[src/rtl/pipe_pkg.sv]
// pipe_pkg
// Shared definitions for the elastic pipeline register.
//   slot_state_t : per-slot occupancy state (EMPTY=0, ONE=1, TWO=2); the
//                  encoding equals the number of entries held, so the
//                  occupancy adder can sum the states directly.
//   occ_width()  : width of the occupancy port for a given DEPTH/SKID.
package pipe_pkg;

  typedef enum logic [1:0] {
    SLOT_EMPTY = 2'd0,
    SLOT_ONE   = 2'd1,
    SLOT_TWO   = 2'd2
  } slot_state_t;

  // max(1, $clog2(depth * entries_per_slot + 1))
  function automatic int occ_width(input int depth, input int skid);
    int max_occ;
    int w;
    max_occ = depth * ((skid != 0) ? 2 : 1);
    w       = $clog2(max_occ + 1);
    return (w < 1) ? 1 : w;
  endfunction

endpackage

[src/rtl/pipe_slot.sv]
// pipe_slot
// One stage of the elastic pipeline: valid/ready register with an optional
// skid entry.
//   clock, reset              : rising-edge clock, async active-high reset
//   flush                     : synchronous discard, forces in_ready low
//   in_valid/in_ready/in_data : upstream handshake
//   out_valid/out_ready/out_data : downstream handshake (BUBBLE when idle)
//   slot_state                : current state, summed by the top for occupancy
//
// state      | meaning
// -----------+----------------------------------------------------------
// SLOT_EMPTY | nothing held, ready to accept
// SLOT_ONE   | main register valid and driving out_data
// SLOT_TWO   | main and skid both valid (SKID=1 only), in_ready low
module pipe_slot
  import pipe_pkg::*;
#(
  parameter int               WIDTH  = 32,
  parameter int               SKID   = 1,
  parameter logic [WIDTH-1:0] BUBBLE = '0
) (
  input  logic             clock,
  input  logic             reset,
  input  logic             flush,
  input  logic             in_valid,
  output logic             in_ready,
  input  logic [WIDTH-1:0] in_data,
  output logic             out_valid,
  input  logic             out_ready,
  output logic [WIDTH-1:0] out_data,
  output slot_state_t      slot_state
);

  slot_state_t      state_q;
  slot_state_t      state_nxt;
  logic [WIDTH-1:0] main_q;
  logic [WIDTH-1:0] skid_q;
  logic             load_main;
  logic             main_from_skid;
  logic             load_skid;
  logic             accept;
  logic             take;

  assign accept = in_valid & in_ready;
  assign take   = out_valid & out_ready;

  always_ff @(posedge clock or posedge reset) begin
    if (reset) begin
      state_q <= SLOT_EMPTY;
    end else begin
      state_q <= state_nxt;
    end
  end

  always_ff @(posedge clock or posedge reset) begin
    if (reset) begin
      main_q <= '0;
      skid_q <= '0;
    end else begin
      if (load_main) begin
        main_q <= main_from_skid ? skid_q : in_data;
      end
      if (load_skid) begin
        skid_q <= in_data;
      end
    end
  end

  // With SKID=0 the ONE->TWO arc is unreachable: in_ready in ONE requires
  // out_ready, so any accept in ONE coincides with a take.
  always_comb begin
    state_nxt      = state_q;
    load_main      = 1'b0;
    load_skid      = 1'b0;
    main_from_skid = 1'b0;
    if (flush) begin
      state_nxt = SLOT_EMPTY;
    end else begin
      case (state_q)
        SLOT_EMPTY: begin
          if (accept) begin
            state_nxt = SLOT_ONE;
            load_main = 1'b1;
          end
        end
        SLOT_ONE: begin
          if (take && accept) begin
            load_main = 1'b1;
          end else if (take) begin
            state_nxt = SLOT_EMPTY;
          end else if (accept) begin
            state_nxt = SLOT_TWO;
            load_skid = 1'b1;
          end
        end
        SLOT_TWO: begin
          if (take) begin
            state_nxt      = SLOT_ONE;
            load_main      = 1'b1;
            main_from_skid = 1'b1;
          end
        end
        default: state_nxt = SLOT_EMPTY;
      endcase
    end
  end

  // in_ready is held low during reset so nothing is accepted while the
  // slot is being cleared.
  always_comb begin
    out_valid  = (state_q != SLOT_EMPTY);
    out_data   = out_valid ? main_q : BUBBLE;
    slot_state = state_q;
    if (SKID != 0) begin
      in_ready = !reset && !flush && (state_q != SLOT_TWO);
    end else begin
      in_ready = !reset && !flush && ((state_q == SLOT_EMPTY) || out_ready);
    end
  end

endmodule

[src/rtl/pipe_stage_elastic.sv]
// pipe_stage_elastic
// Elastic pipeline register: WIDTH-bit payload through DEPTH chained
// pipe_slot stages with valid/ready handshake, optional skid buffering,
// synchronous flush and a bubble value on idle output.
//   clock, reset              : rising-edge clock, async active-high reset
//   flush                     : synchronous discard of all stored entries
//   in_valid/in_ready/in_data : upstream handshake
//   out_valid/out_ready/out_data : downstream handshake
//   occupancy                 : number of entries currently held
// DEPTH=0 is a pure wire-through; reset, flush and BUBBLE have no effect.
module pipe_stage_elastic
  import pipe_pkg::*;
#(
  parameter int               WIDTH  = 32,
  parameter int               DEPTH  = 1,
  parameter int               SKID   = 1,
  parameter logic [WIDTH-1:0] BUBBLE = '0,
  localparam int              OCC_W  = occ_width(DEPTH, SKID)
) (
  input  logic             clock,
  input  logic             reset,
  input  logic             flush,
  input  logic             in_valid,
  output logic             in_ready,
  input  logic [WIDTH-1:0] in_data,
  output logic             out_valid,
  input  logic             out_ready,
  output logic [WIDTH-1:0] out_data,
  output logic [OCC_W-1:0] occupancy
);

  if (DEPTH == 0) begin : g_pass
    assign out_valid = in_valid;
    assign in_ready  = out_ready;
    assign out_data  = in_data;
    assign occupancy = '0;

    logic unused_ctrl;
    assign unused_ctrl = clock ^ reset ^ flush;
  end else begin : g_pipe
    logic             valid_b [DEPTH+1];
    logic [WIDTH-1:0] data_b  [DEPTH+1];
    slot_state_t      st      [DEPTH];

    assign valid_b[0] = in_valid;
    assign data_b[0]  = in_data;
    assign out_valid  = valid_b[DEPTH];
    assign out_data   = data_b[DEPTH];

    // Ready runs backwards through per-slot signals rather than one shared
    // vector, so the SKID=0 combinational chain is a clean acyclic path.
    for (genvar k = 0; k < DEPTH; k++) begin : g_slot
      logic rdy_in;
      logic rdy_out;

      if (k == DEPTH - 1) begin : g_last
        assign rdy_out = out_ready;
      end else begin : g_mid
        assign rdy_out = g_slot[k+1].rdy_in;
      end

      pipe_slot #(
        .WIDTH  (WIDTH),
        .SKID   (SKID),
        .BUBBLE (BUBBLE)
      ) u_slot (
        .clock      (clock),
        .reset      (reset),
        .flush      (flush),
        .in_valid   (valid_b[k]),
        .in_ready   (rdy_in),
        .in_data    (data_b[k]),
        .out_valid  (valid_b[k+1]),
        .out_ready  (rdy_out),
        .out_data   (data_b[k+1]),
        .slot_state (st[k])
      );
    end

    assign in_ready = g_slot[0].rdy_in;

    // State encoding equals entries held, so occupancy is a plain sum.
    always_comb begin
      int sum;
      sum = 0;
      for (int k = 0; k < DEPTH; k++) begin
        sum = sum + int'(st[k]);
      end
      occupancy = OCC_W'(sum);
    end
  end

endmodule

[config.mk]
export PLATFORM = sky130hd
export DESIGN_NAME = pipe_stage_elastic
export DESIGN_NICKNAME = d
export VERILOG_FILES = /design/src/rtl/pipe_pkg.sv /design/src/rtl/pipe_slot.sv /design/src/rtl/pipe_stage_elastic.sv
export SDC_FILE = /design/constraint.sdc
export NUM_CORES = 1
export LEC_CHECK = 0
export BUFFER_PORTS_ARGS = -buffer_cell sky130_fd_sc_hd__buf_2
export CORE_AREA = 4 4 81 83
export CTS_BUF_LIST = sky130_fd_sc_hd__clkbuf_4 sky130_fd_sc_hd__clkbuf_8 sky130_fd_sc_hd__clkbuf_16
export DETAILED_ROUTE_END_ITERATION = 7
export DIE_AREA = 0 0 85 87
export PLACE_DENSITY = 0.87
export SLEW_MARGIN = 5
export SYNTH_ARGS = -nofsm -noshare
export SYNTH_HDL_FRONTEND = slang
export SYNTH_SLANG_ARGS = --single-unit
[constraint.sdc]
create_clock -name clock -period 2.6 [get_ports clock]
set_input_delay 0.26 -clock clock [delete_from_list [all_inputs] [get_ports clock]]
set_output_delay 0.26 -clock clock [all_outputs]
set_load 0.02 [all_outputs]
# --- Yosys cells after proc, flatten, opt, wreduce, memory -nomap -nowiden ---
# Index checks and enable logic that the tools add are counted.
totals:
  out_inout_bits: 36
  regBits: 66
  inputBits: 37
  wordCells: 40
op_classes:
  n_bitwise: 2
  mux: 20
  n_eq_ne: 7
  reduce_logical: 8
ops:
  columns: ["cell", "count"]
  rows:
  - ["32-bit 2-to-1 mux", 2]
  - ["2-bit 2-to-1 mux", 6]
  - ["1-bit 2-to-1 mux", 10]
  - ["3-bit by 2-bit != test with 1-bit output (second input constant)", 2]
  - ["2-bit case mux with 3 select lines", 1]
  - ["4-bit by 2-bit != test with 1-bit output (second input constant)", 1]
  - ["4-bit AND reduction", 1]
  - ["1-bit logical AND", 3]
  - ["3-bit != test (second input constant)", 1]
  - ["1-bit case mux with 3 select lines", 1]
  - ["1-bit AND", 2]
  - ["2-bit by 1-bit equality test with 1-bit output (second input constant)", 1]
  - ["2-bit equality test (second input constant)", 1]
  - ["1-bit logical NOT", 2]
  - ["2-bit logical NOT", 1]
  - ["2-bit != test (second input constant)", 1]
  - ["2-bit nonzero test", 1]

# --- Logic depth before layout (Yosys ltp) ---
# Gate-level depths: netlist of run 1.
logic_depth:
  depth_word: 9
  ltp_mapped: 6
  depth_no_buf: 4

# --- Worst setup path before layout of run 1 ---
# Ideal clock, no wire load.
synth_timing:
  path_kind: "reg-to-reg"
  start: "register g_pipe.g_slot[0].u_slot.state_q[0]"
  end: "register g_pipe.g_slot[0].u_slot.main_q[10]"
  setup_ns: 0.077
  required_ns: 2.523
  arrival_time_ns: 1.680
  synth_period_minus_slack_ns: 1.757
  stages_incl_launch_ff: 6
  path_slack_ns: 0.843
  cell_sequence: "dfrtp_1 -> or4b_1 -> a31oi_4 -> buf_2 -> nor2_1 -> a21oi_1"
synth_via:
  elab_chain_cells: 7
  word_cells_on_any_way: 17
  cone_classes: "eq/ne: 3; mux: 8; bitwise: 2; reduce/logical: 4"
synth_lines:
  columns: ["element", "line", "rtl"]
  rows:
  - ["from (decl)", "pipe_slot.sv:34", "slot_state_t state_q;"]
  - ["from (signal assigned)", "pipe_slot.sv:51", "state_q <= state_nxt;"]
  - ["2-bit != test", "pipe_slot.sv:115", "in_ready = !reset && !flush && (state_q != SLOT_TWO);"]
  - ["1-bit logical AND", "pipe_slot.sv:115", null]
  - ["1-bit AND", "pipe_slot.sv:44", "assign accept = in_valid & in_ready;"]
  - ["1-bit logical AND", "pipe_slot.sv:87", "if (take && accept) begin"]
  - ["1-bit 2-to-1 mux", "pipe_slot.sv:87", null]
  - ["1-bit case mux with 3 select lines", "pipe_slot.sv:79", "case (state_q)"]
  - ["1-bit 2-to-1 mux", "pipe_slot.sv:76", "if (flush) begin"]
  - ["to (signal assigned)", "pipe_slot.sv:61", "main_q <= main_from_skid ? skid_q : in_data;"]
  - ["to (decl)", "pipe_slot.sv:36", "logic [WIDTH-1:0] main_q;"]
# Parallel ways exist; a longest one is shown, timed or not.
# A chain may end at the register's enable or synchronous reset.

# --- Final worst setup path of run 1 ---
layout_timing:
  start: "register g_pipe.g_slot[0].u_slot.state_q[1]"
  end: "register g_pipe.g_slot[0].u_slot.main_q[2]"
# Same word-level chain as after synthesis.

==> results of run 1 <==
==> through the flow <==
step | cell area (µm²) | power (µW) | util [%]
finish | 3692 | 2715 | 63.11
floorplan | 3022 | 1694 | -
CTS | 3692 | 2754 | 63.11
detailed placement | 3483 | 1869 | 59.54
global route | 3692 | 2870 | 63.11
global placement | 3483 | 1833 | 59.54
==> power by group through the flow <==
stage	clock network, µW	registers (µW)	logic, µW
global placement	0	1340	491
CTS	900	1340	516
floorplan	0	1330	368
global route	942	1360	565
detailed placement	0	1360	511
finish	872	1340	507
==> worst max-delay path by stage <==
stage                                                       from                                       endpoint
6_report       g_pipe.g_slot[0].u_slot.slot_state[1]$_DFFE_PP0P_  g_pipe.g_slot[0].u_slot.main_q[2]$_DFFE_PP0P_
5_1_grt        g_pipe.g_slot[0].u_slot.slot_state[1]$_DFFE_PP0P_  g_pipe.g_slot[0].u_slot.main_q[2]$_DFFE_PP0P_
4_1_cts        g_pipe.g_slot[0].u_slot.slot_state[1]$_DFFE_PP0P_  g_pipe.g_slot[0].u_slot.main_q[2]$_DFFE_PP0P_
3_5_place_dp   g_pipe.g_slot[0].u_slot.slot_state[1]$_DFFE_PP0P_  g_pipe.g_slot[0].u_slot.main_q[9]$_DFFE_PP0P_
3_3_place_gp   g_pipe.g_slot[0].u_slot.slot_state[1]$_DFFE_PP0P_  g_pipe.g_slot[0].u_slot.main_q[2]$_DFFE_PP0P_
2_1_floorplan                                              reset  g_pipe.g_slot[0].u_slot.main_q[0]$_DFFE_PP0P_
==> layer usage <==
layer,GRT usage (%),share of wire (%),up-vias
met1,21.30,42,1025
li1,-,-,1037
met2,29.31,52,49
met5,0,0,-
met3,4.541,5.0,6
met4,7.770,1.4,0
==> cell type report <==
cell class              instances  share of cell area, %
repair buffers                 77                  11.79
multi-input cells             176                  34.97
inverters                       3                 0.3050
clock buffers                  12                  4.304
flip-flops and latches         66                  44.73
clock inverters                 4                  1.355
well taps                      75                  2.542
==> flip-flops by register name (all words and copies together), names as in the netlist <==
| signal | cells |
|---|---|
| g_pipe.g_slot.u_slot.slot_state | 2 |
| g_pipe.g_slot.u_slot.main_q | 32 |
| g_pipe.g_slot.u_slot.skid_q | 32 |
==> synthesized netlist by cell type <==
master	count	area share [%]
dfrtp_1	66	55
nor2_1	34	4.2
nor2b_1	34	7.0
mux2_2	33	12
a21oi_1	32	5.3
mux2i_1	32	11
buf_2	9	1.5
clkbuf_1	7	0.87
inv_1	3	0.37
a31oi_1	1	0.21
a31oi_4	1	0.70
and3b_1	1	0.29
nand2_1	1	0.12
nand2b_1	1	0.21
nand3b_1	1	0.25
nand4_1	1	0.21
nand4bb_1	1	0.37
nor3_1	1	0.17
o41ai_1	1	0.29
or4b_1	1	0.33
==> kinds of logic after synthesis <==
kind of cell | count (synthesis) | synth area share (%)
AND/OR/NAND/NOR | 76 | 13.21
flip-flops | 66 | 54.66
multiplexers | 65 | 22.90
AO/OA/AOI/OAI | 35 | 6.501
buffers and inverters | 19 | 2.733
==> worst max-delay path, cell delays in order (launching register included) <==
cell and delay [ns]:
dfrtp_1 0.44, nor2b_1 0.19, and3b_2 0.53, buf_12 0.25
mux2i_1 0.26, a21oi_1 0.11
==> summary.txt, run 1 <==
Status: finished, final reports clean
WP data required: 2.80 ns
Detailed Place HPWL: 4.099 mm
FF/Latch Area: 1652 µm²
Worst slew pin tran: 0.6306 ns
Max Cap Viol: 0
TritonCTS Buffers: 9
Initial antenna violation count: 0
Post-CTS sizing: 0
Avg Vias per Cell: 5.126
Pwr Density: 735.4 nW/µm²
Synthesis warning total: 0
Initial Util: 51.65%
Register area share after synthesis: 54.66%
FF-to-FF End: g_pipe.g_slot[0].u_slot.main_q[2]$_DFFE_PP0P_
Setup ws final: 0.6711 ns
DRC viols: 0
Final setup viols: 0
Pre-antenna DRT Iters: 4
Combinational Power Share: 18.7%
Initial DRC count: 93
Setup TNS: 0 ns
All-Layer GR Usage: 17.48%
Final Cycle Share: 74.19%
Commonest non-fill, non-tap cell in the layout: buf_2
P_sw: 729.0 µW
Die height: 87 µm
Crit end category: flop
Crit path DAT: 2.13 ns
Placed insts: 397
Area of the die: 7395 µm²
F_max: 518.4 MHz
Non-Filler Instances: 413
Fill count: 456
Share of cells above drive strength 1: 38.46%
Clk buf depth: 2
Multi-input gate area: 1291 µm²
Synth cell types: 20
Die width: 85 µm
Crit-path max FO: 18
Largest net degree at the start of global routing: 65
Setup Crit Path Kind: flop to flop
DR WL/cell: 14.77 µm
Number of global-route vias before repair: 2175
Worst skew pair latency: 0.33 ns
Mapped Area: 3022 µm²
TritonCTS clock tree: done
RSZ-0062 raised after global routing: no
Syn Nets: 298
# Post-CTS Setup Buffers: 0
Clock Pin Slew Worst Setup and Hold Paths: 0.07 ns
Final #Nets: 370
PortBufs: 72
Max H-tree Level: 3
Root Buffer: clkbuf_8
Synthesized area per cell: 11.58 µm²
Area Growth Syn to Fin: 22.19%
Ant diodes: 0
Grt ovf: 0
Synth Instances: 261
Crit start category: flop
Final Hold Vio Count: 0
Relative slew slack: 57.90%
Clock Skew: 0.005888 ns
Worst reg-to-reg setup slack: 0.67 ns
Max-slew violations: 0
VDD IR max: 396.2 µV
Clock sink count: 66
Seq pwr share: 49.2%
Wirelength, routed: 6.099 mm
Clock Power Share: 32.1%
Placer Congestion: 0.7589
# IOs: 73
Min Tclk post-route: 1.929 ns
Start of the worst register-to-register path: g_pipe.g_slot[0].u_slot.slot_state[1]$_DFFE_PP0P_
Hold Slack: 0.05798 ns
First-pass GRT wire length: 10.11 mm
Worst hold path type: input port to asynchronous set/reset pin
Leak: 0.001708 µW
R2r worst-path depth: 5
Vias: 2117
Most frequent cells in the layout: buf_2, dfrtp_1, nor2b_1
Switching Fraction: 26.85%
Synth Register Bits: 66
Core ar.: 5851 µm²
Internal power: 1986 µW
Pre-CTS setup slack: 0.7645 ns
Rows: 28
Antenna Nets Post-Route: 0
CTS Hold Buffers Added: 0
Note: power is estimated with default switching activity, not from simulation.
==> run 2, diff against run 1 <==
--- a/config.mk
+++ b/config.mk
@@ -5,12 +5,13 @@
 export SDC_FILE = /design/constraint.sdc
 export NUM_CORES = 1
 export LEC_CHECK = 0
+export ABC_AREA = 1
 export BUFFER_PORTS_ARGS = -buffer_cell sky130_fd_sc_hd__buf_2
-export CORE_AREA = 4 4 81 83
+export CORE_AREA = 4 4 84 86
 export CTS_BUF_LIST = sky130_fd_sc_hd__clkbuf_4 sky130_fd_sc_hd__clkbuf_8 sky130_fd_sc_hd__clkbuf_16
 export DETAILED_ROUTE_END_ITERATION = 7
-export DIE_AREA = 0 0 85 87
-export PLACE_DENSITY = 0.87
+export DIE_AREA = 0 0 88 90
+export PLACE_DENSITY = 0.88
 export SLEW_MARGIN = 5
 export SYNTH_ARGS = -nofsm -noshare
 export SYNTH_HDL_FRONTEND = slang
==> constraint.sdc (replaced) <==
create_clock -name clock -period 2 [get_ports clock]
set_input_delay 0.2 -clock clock [delete_from_list [all_inputs] [get_ports clock]]
set_output_delay 0.2 -clock clock [all_outputs]
set_load 0.02 [all_outputs]
==> run 2 against run 1 <==
  * Flip-flop and latch count is the same
  * Core utilization is 0.38 points lower
  * Clock skew about the same
  * Synthesized cell count increased by 71%
  * Combinational power increased to 3.6 times the previous value
  * Register-to-register slack got worse by 0.29 ns
  * Clock power grew 30%
  * Die area grew 7.1%
  * Sequential power increased by 69%
  * Total power increased by 92%
  * First-iteration DRC count rose to 3.7 times the previous value
  * Highest routed layer unchanged
==> summary.txt, run 2 <==
VDD IR max: 709.3 µV (+79%)
Most frequent cells in the layout: nand2_1, buf_2, inv_1
Grt ovf: 0 (unchanged)
Synthesized area per cell: 7.555 µm² (-35%)
Initial antenna violation count: 0 (unchanged)
Top_reg_cell synth: dfrtp_1
Worst hold path type: input port to flop
Pre-antenna DRT Iters: 4 (unchanged)
Status: finished, final reports clean
PortBufs: 72 (unchanged)
WL met2: 3.431 mm (+8.0%)
Root Buffer: clkbuf_8
# IOs: 73 (unchanged)
Initial Util: 53.68% (+2.0 points)
Clock sink count: 66 (unchanged)
Rows: 29 (+3.6%)
CP bufs+invs: 4 (+3)
Slowest CP cell: dfrtp_2
All-Layer GR Usage: 21.01% (+3.5 points)
Worst slew pin tran: 0.5806 ns (-0.05002 ns)
Crit start category: flop
DRC viols: 0 (unchanged)
Synthesis warning total: 0 (unchanged)
Crit-path max FO: 32 (+14)
Clock Skew: 0.005689 ns (-0.0001986 ns)
Share of synthesized flip-flops with an asynchronous set or reset: 100.0% (unchanged)
FF-to-FF End: g_pipe.g_slot[0].u_slot.main_q[22]$_DFFE_PP0P_
RSZ-0062 raised after global routing: no
Vias: 2928 (+38%)
Core Util, Final: 62.73% (-0.38 points)
Min Tclk post-route: 1.828 ns
Die width: 88 µm (+3.5%)
# Post-CTS Setup Buffers: 0 (unchanged)
Synth Register Bits: 66 (unchanged)
Hold Startpoint: in_data[11]
Area of the die: 7920 µm² (+7.1%)
Wirelength, routed: 7.471 mm (+22%)
Max-slew violations: 0 (unchanged)
Mapped Area: 3369 µm² (+12%)
Yosys top cell by area: dfrtp_1
Max H-tree Level: 3 (unchanged)
Most frequent cell after synthesis: nand2_1
Number of global-route vias before repair: 2897 (+33%)
Clk buf depth: 2 (unchanged)
Placer Congestion: 0.8088 (+6.6%)
FF/Latch Area: 1653 µm² (about the same)
Syn Nets: 483 (+62%)
Setup Crit Path Kind: flop to output port
Multi-input gate area: 1272 µm² (-1.5%)
Commonest non-fill, non-tap cell in the layout: nand2_1
Antenna Nets Post-Route: 0 (unchanged)
Avg Vias per Cell: 4.921 (-4.0%)
TritonCTS Buffers: 9 (unchanged)
Post-synth top area share: 49.02% (-5.6 points)
DR WL/cell: 12.56 µm (-15%)
Hold endpoint: g_pipe.g_slot[0].u_slot.skid_q[11]$_DFFE_PP0P_
Top cells by area, synth: dfrtp_1, nand2_1, o21ai_0, inv_1, nand3_1
Leak: 0.002234 µW (+31%)
Commonest cells in the synthesized netlist: nand2_1, inv_1, dfrtp_1
Core ar.: 6277 µm² (+7.3%)
Largest net degree at the start of global routing: 41 (-37%)
WP data required: 1.80 ns (-1.00 ns)
Non-Filler Instances: 595 (+44%)
WHS Path Cells: 3
Start of the worst register-to-register path: g_pipe.g_slot[0].u_slot.slot_state[1]$_DFFE_PP0P_
Final Cycle Share: 91.39%
Worst reg-to-reg setup slack: 0.38 ns (-0.29 ns)
Cell chain of the critical path: inv_2 > nand2_4 > inv_1 > buf_4 > nor2_1 > buf_2
Max Cap Viol: 0 (unchanged)
Setup TNS: 0 ns (unchanged)
Register area share after synthesis: 49.02% (-5.6 points)
Ant diodes: 0 (unchanged)
TritonCTS clock tree: done
Kind of cell adding the most delay to the critical path: buffers and inverters
Crit path largest cell delay: 0.49 ns (-0.04 ns)
Post-DP Area: 3727 µm² (+7.0%)
Final Hold Vio Count: 0 (unchanged)
Crit end category: output port
Final setup viols: 0 (unchanged)
R2r worst-path depth: 6 (+1)
Relative slew slack: 61.24% (+3.3 points)
Met3 wire len: 588 µm (+94%)
Share of cells above drive strength 1: 21.62% (-17 points)
Met1 wire length: 3.231 mm (+27%)
F_max: 547.1 MHz
Design area: 3938 µm² (+6.6%)
Pwr Density: 1326 nW/µm² (+80%)
Placed insts: 578 (+46%)
Final #Nets: 550 (+49%)
Synth cell types: 20 (unchanged)
Clock Pin Slew Worst Setup and Hold Paths: 0.07 ns (about the same)
Fill count: 563 (+23%)
Area Growth Syn to Fin: 16.86%
Detailed Place HPWL: 5.101 mm (+24%)
Top sig layer: met4
Initial DRC count: 342 (+270%)
Worst skew pair latency: 0.33 ns (about the same)
Die height: 90 µm (+3.4%)
First-pass GRT wire length: 13.21 mm (+31%)
Synth Instances: 446 (+71%)
Crit path DAT: 1.63 ns (-0.50 ns)
EDFF count, synth: 0 (unchanged)
[run 2: power breakdown]
part	leakage, µW	internal, µW	switching [µW]	total (µW)
Clock	0.000106	619	507	1130
Combinational	0.00134	611	1220	1830
Sequential	0.000792	1980	281	2260
[run 2: area by class of cell]
class / count / share of cell area [%]
clock inverter: 5 / 1.366
timing repair buffer: 82 / 11.44
inverter: 71 / 6.768
clock buffer: 11 / 3.686
sequential: 66 / 41.98
tap: 77 / 2.447
multi-input combinational: 283 / 32.32
[run 2: worst max-delay path by stage]
stage                                                            startpoint                                              to  slack, ns  cells after the start
final                     g_pipe.g_slot[0].u_slot.slot_state[1]$_DFFE_PP0P_                                     out_data[6]       0.17                      6
after global routing      g_pipe.g_slot[0].u_slot.slot_state[1]$_DFFE_PP0P_                                     out_data[7]       0.04                      6
after CTS                 g_pipe.g_slot[0].u_slot.slot_state[1]$_DFFE_PP0P_                                     out_data[6]       0.04                      6
after detailed placement  g_pipe.g_slot[0].u_slot.slot_state[1]$_DFFE_PP0P_  g_pipe.g_slot[0].u_slot.main_q[10]$_DFFE_PP0P_       0.33                      6
after global placement    g_pipe.g_slot[0].u_slot.slot_state[1]$_DFFE_PP0P_  g_pipe.g_slot[0].u_slot.main_q[12]$_DFFE_PP0P_       0.43                      6
after floorplan                                                       reset   g_pipe.g_slot[0].u_slot.main_q[0]$_DFFE_PP0P_       0.15                      1
[run 2: worst register-to-register path: cells and delay by family (launching register included)]
kind                   cells  cell delay, ns
buffers and inverters      1            0.11
and+or+nand+nor            4            0.57
AOI/OAI and AO/OA          1            0.34
DFF                        1            0.49
[run 2: logic make-up (layout without fill, tap and decap cells)]
family	Yosys count	count (layout)	share of synthesized area, %
buf+inv	97	169	13.67
compound gates	68	68	10.66
simple gates	215	215	26.66
flops	66	66	49.02
[run 2: layer usage]
metal  GRT usage [%]  vias to the layer above
met5               0                        -
met2           31.34                      104
met4           9.463                        0
li1                -                     1492
met3           5.576                       24
met1           28.44                     1308
[run 2: through the flow]
stage | setup slack [ns] | hold WS (ns) | total power (µW)
final | 0.1721 | 0.07886 | 5220
after global routing | 0.04375 | 0.05433 | 5669
after CTS | 0.04061 | 0.06567 | 5263
after detailed placement | 0.3295 | 0.3097 | 4120
after global placement | 0.4268 | 0.3058 | 4033
after floorplan | 0.1452 | 0.3210 | 3562
[run 2: timing repair]
item,CTS,global route
endpoints found under the setup margin,0,24
gates resized for setup,0,1
hold buffers,1,0
endpoints found under the hold margin,26,0
==> run 3, diff against run 2 <==
--- a/config.mk
+++ b/config.mk
@@ -7,12 +7,13 @@
 export LEC_CHECK = 0
 export ABC_AREA = 1
 export BUFFER_PORTS_ARGS = -buffer_cell sky130_fd_sc_hd__buf_2
-export CORE_AREA = 4 4 84 86
+export CORE_AREA = 4 4 83 85
 export CTS_BUF_LIST = sky130_fd_sc_hd__clkbuf_4 sky130_fd_sc_hd__clkbuf_8 sky130_fd_sc_hd__clkbuf_16
 export DETAILED_ROUTE_END_ITERATION = 7
-export DIE_AREA = 0 0 88 90
+export DIE_AREA = 0 0 87 89
 export PLACE_DENSITY = 0.88
 export SLEW_MARGIN = 5
 export SYNTH_ARGS = -nofsm -noshare
 export SYNTH_HDL_FRONTEND = slang
+export SYNTH_HIERARCHICAL = 1
 export SYNTH_SLANG_ARGS = --single-unit
==> run 3 against run 2 <==
  * Combinational power down 14%
  * First-iteration DRC count is 84% lower
  * Cell count fell by 5.2%
  * Total power shrank 12%
  * Sequential share of layout area grew 1.4 points
  * Largest cell class unchanged
==> summary.txt, run 3 <==
Status: finished, final reports clean
Avg Vias per Cell: 4.917 (about the same)
Hold endpoint: g_pipe.g_slot[0].u_slot/skid_q[30]$_DFFE_PP0P_
Syn Nets: 450 (-6.8%)
Pre-antenna DRT Iters: 4 (unchanged)
Max-slew violations: 0 (unchanged)
Post-CTS sizing: 0 (unchanged)
Mapped Area: 3242 µm² (-3.8%)
First-pass GRT wire length: 11.65 mm (-12%)
# IOs: 73 (unchanged)
Root Buffer: clkbuf_8
RSZ-0062 raised after global routing: no
Area of the die: 7743 µm² (-2.2%)
Crit-path max FO: 20 (-38%)
Core Util, Final: 61.38% (-1.3 points)
All-Layer GR Usage: 19.11% (-1.9 points)
FF-to-FF End: g_pipe.g_slot[0].u_slot/main_q[16]$_DFFE_PP0P_
Synth cell types: 21 (+5.0%)
Detailed Place HPWL: 4.726 mm (-7.4%)
Setup Crit Path Kind: flop to output port
Crit path DAT: 1.57 ns (-0.06 ns)
PortBufs: 72 (unchanged)
Synth Register Bits: 66 (unchanged)
Area Growth Syn to Fin: 17.48%
Die height: 89 µm (-1.1%)
Start of the worst register-to-register path: g_pipe.g_slot[0].u_slot/slot_state[1]$_DFFE_PP0P_
Multi-input gate area: 1161 µm² (-8.8%)
Top_reg_cell synth: dfrtp_1
Max Cap Viol: 0 (unchanged)
Grt ovf: 0 (unchanged)
Clk buf depth: 2 (unchanged)
Final Cycle Share: 88.48% (-2.9 points)
Final setup viols: 0 (unchanged)
WP data required: 1.80 ns (about the same)
Worst reg-to-reg setup slack: 0.35 ns (-0.03 ns)
Setup TNS: 0 ns (unchanged)
DR WL/cell: 12.04 µm (-4.1%)
Hold Slack: 0.08223 ns (+0.003375 ns)
Antenna Nets Post-Route: 0 (unchanged)
Yosys top cell by area: dfrtp_1
Final #Nets: 519 (-5.6%)
Initial antenna violation count: 0 (unchanged)
Top cells by area, synth: dfrtp_1, o21ai_1, nand2_1, inv_1, nor2_1
Pwr Density: 1209 nW/µm² (-8.8%)
Placer Congestion: 0.7917 (-2.1%)
Leak: 0.002055 µW (-8.0%)
Vias: 2773 (-5.3%)
Rows: 29 (unchanged)
# Post-CTS Setup Buffers: 0 (unchanged)
Core ar.: 6205 µm² (-1.2%)
WHS Path Cells: 3 (unchanged)
Worst slew pin tran: 0.5659 ns (-0.01473 ns)
Crit end category: output port
Initial DRC count: 56 (-84%)
Commonest cells in the synthesized netlist: nand2_1, o21ai_1, inv_1
Most frequent cells in the layout: nand2_1, o21ai_1, buf_2
TritonCTS Buffers: 9 (unchanged)
FF/Latch Area: 1652 µm² (about the same)
Ant diodes: 0 (unchanged)
Commonest non-fill, non-tap cell in the layout: nand2_1
Most frequent cell after synthesis: nand2_1
F_max: 565.1 MHz (+3.3%)
Die width: 87 µm (-1.1%)
Clock Skew: 0.007160 ns (+0.001471 ns)
Synthesis warning total: 6 (+6)
Synth Instances: 413 (-7.4%)
Initial Util: 52.25% (-1.4 points)
Worst skew pair latency: 0.34 ns (about the same)
Largest net degree at the start of global routing: 41 (unchanged)
R2r worst-path depth: 8 (+2)
Max H-tree Level: 3 (unchanged)
Register area share after synthesis: 50.95% (+1.9 points)
Clock sink count: 66 (unchanged)
Relative slew slack: 62.22% (+0.98 points)
Share of synthesized flip-flops with an asynchronous set or reset: 100.0% (unchanged)
Post-synth top area share: 50.95% (+1.9 points)
Crit start category: flop
Crit path launch: g_pipe.g_slot[0].u_slot/slot_state[1]$_DFFE_PP0P_
EDFF count, synth: 0 (unchanged)
Share of cells above drive strength 1: 23.82% (+2.2 points)
Wirelength, routed: 6.791 mm (-9.1%)
TritonCTS clock tree: done
Min Tclk post-route: 1.770 ns (-0.05829 ns)
DRC viols: 0 (unchanged)
Final Hold Vio Count: 0 (unchanged)
Clock Pin Slew Worst Setup and Hold Paths: 0.07 ns (about the same)
VDD IR max: 691.9 µV (-2.5%)
Number of global-route vias before repair: 2665 (-8.0%)
Hold Startpoint: in_data[30]
Fill count: 558 (-0.89%)
Synthesized area per cell: 7.850 µm² (+3.9%)
Worst hold path type: input port to flop
[run 3: cell types whose count changed after synthesis, moves of 5 or more]
cell     previous run  this run
o21ai_1             2        83
nand2_1           140       103
nand3_1            34         3
buf_4               4         9
o21ai_0            63         5
o21ai_2             0        10
buf_6              10         4
[run 3: critical path: stages, from the launching register on]
cell	delay, ns
dfrtp_1	0.58
nor2_2	0.07
buf_4	0.22
nor2_1	0.17
buf_2	0.20
[run 3: final cells by class]
type	count	area share (%)
Multi-Input combinational cell	250	30.49
Clock inverter	5	0.7884
Timing Repair Buffer	82	11.83
Tap cell	77	2.530
Clock buffer	11	3.811
Inverter	73	7.194
Sequential cell	66	43.36
[run 3: per-stage QoR]
step | std cells | instance area (µm²) | setup slack [ns] | power, µW
2_1_floorplan | 413 | 3242 | 0.1452 | 3148
3_3_place_gp | 547 | 3623 | 0.4674 | 3550
3_5_place_dp | 547 | 3623 | 0.3676 | 3632
4_1_cts | 564 | 3809 | 0.2344 | 4654
5_1_grt | 564 | 3809 | 0.1304 | 4954
6_report | 564 | 3809 | 0.2304 | 4606
[run 3: cells by family after synthesis]
group	synth area share, %
buffers and inverters	13.51
and+or+nand+nor	19.03
AOI/OAI and AO/OA	16.52
DFF	50.95
[run 3: worst max path at each step]
stage,to,slack [ns]
after floorplan,g_pipe.g_slot[0].u_slot/main_q[0]$_DFFE_PP0P_,0.15
after global placement,g_pipe.g_slot[0].u_slot/main_q[10]$_DFFE_PP0P_,0.47
after detailed placement,g_pipe.g_slot[0].u_slot/main_q[27]$_DFFE_PP0P_,0.37
after CTS,out_data[28],0.23
after global routing,g_pipe.g_slot[0].u_slot/main_q[28]$_DFFE_PP0P_,0.13
final,out_data[28],0.23
[run 3: repair_timing]
item | 4_1_cts | 5_1_grt
endpoints found under the hold margin | 26 | 0
hold buffers | 1 | 0
setup endpoints to repair | 0 | 0
[run 3: power breakdown]
group | switching (µW) | internal (µW) | leakage [µW]
clock network | 515 | 491 | 0.0000885
registers | 156 | 1870 | 0.000790
logic | 1030 | 547 | 0.00118
[run 3: layer usage]
layer	up-vias	GRT usage [%]	share of wire, %
met5	-	0	0
met4	0	7.790	1.9
met3	13	4.240	5.1
met2	62	32.16	48
met1	1294	23.95	45
li1	1404	-	-
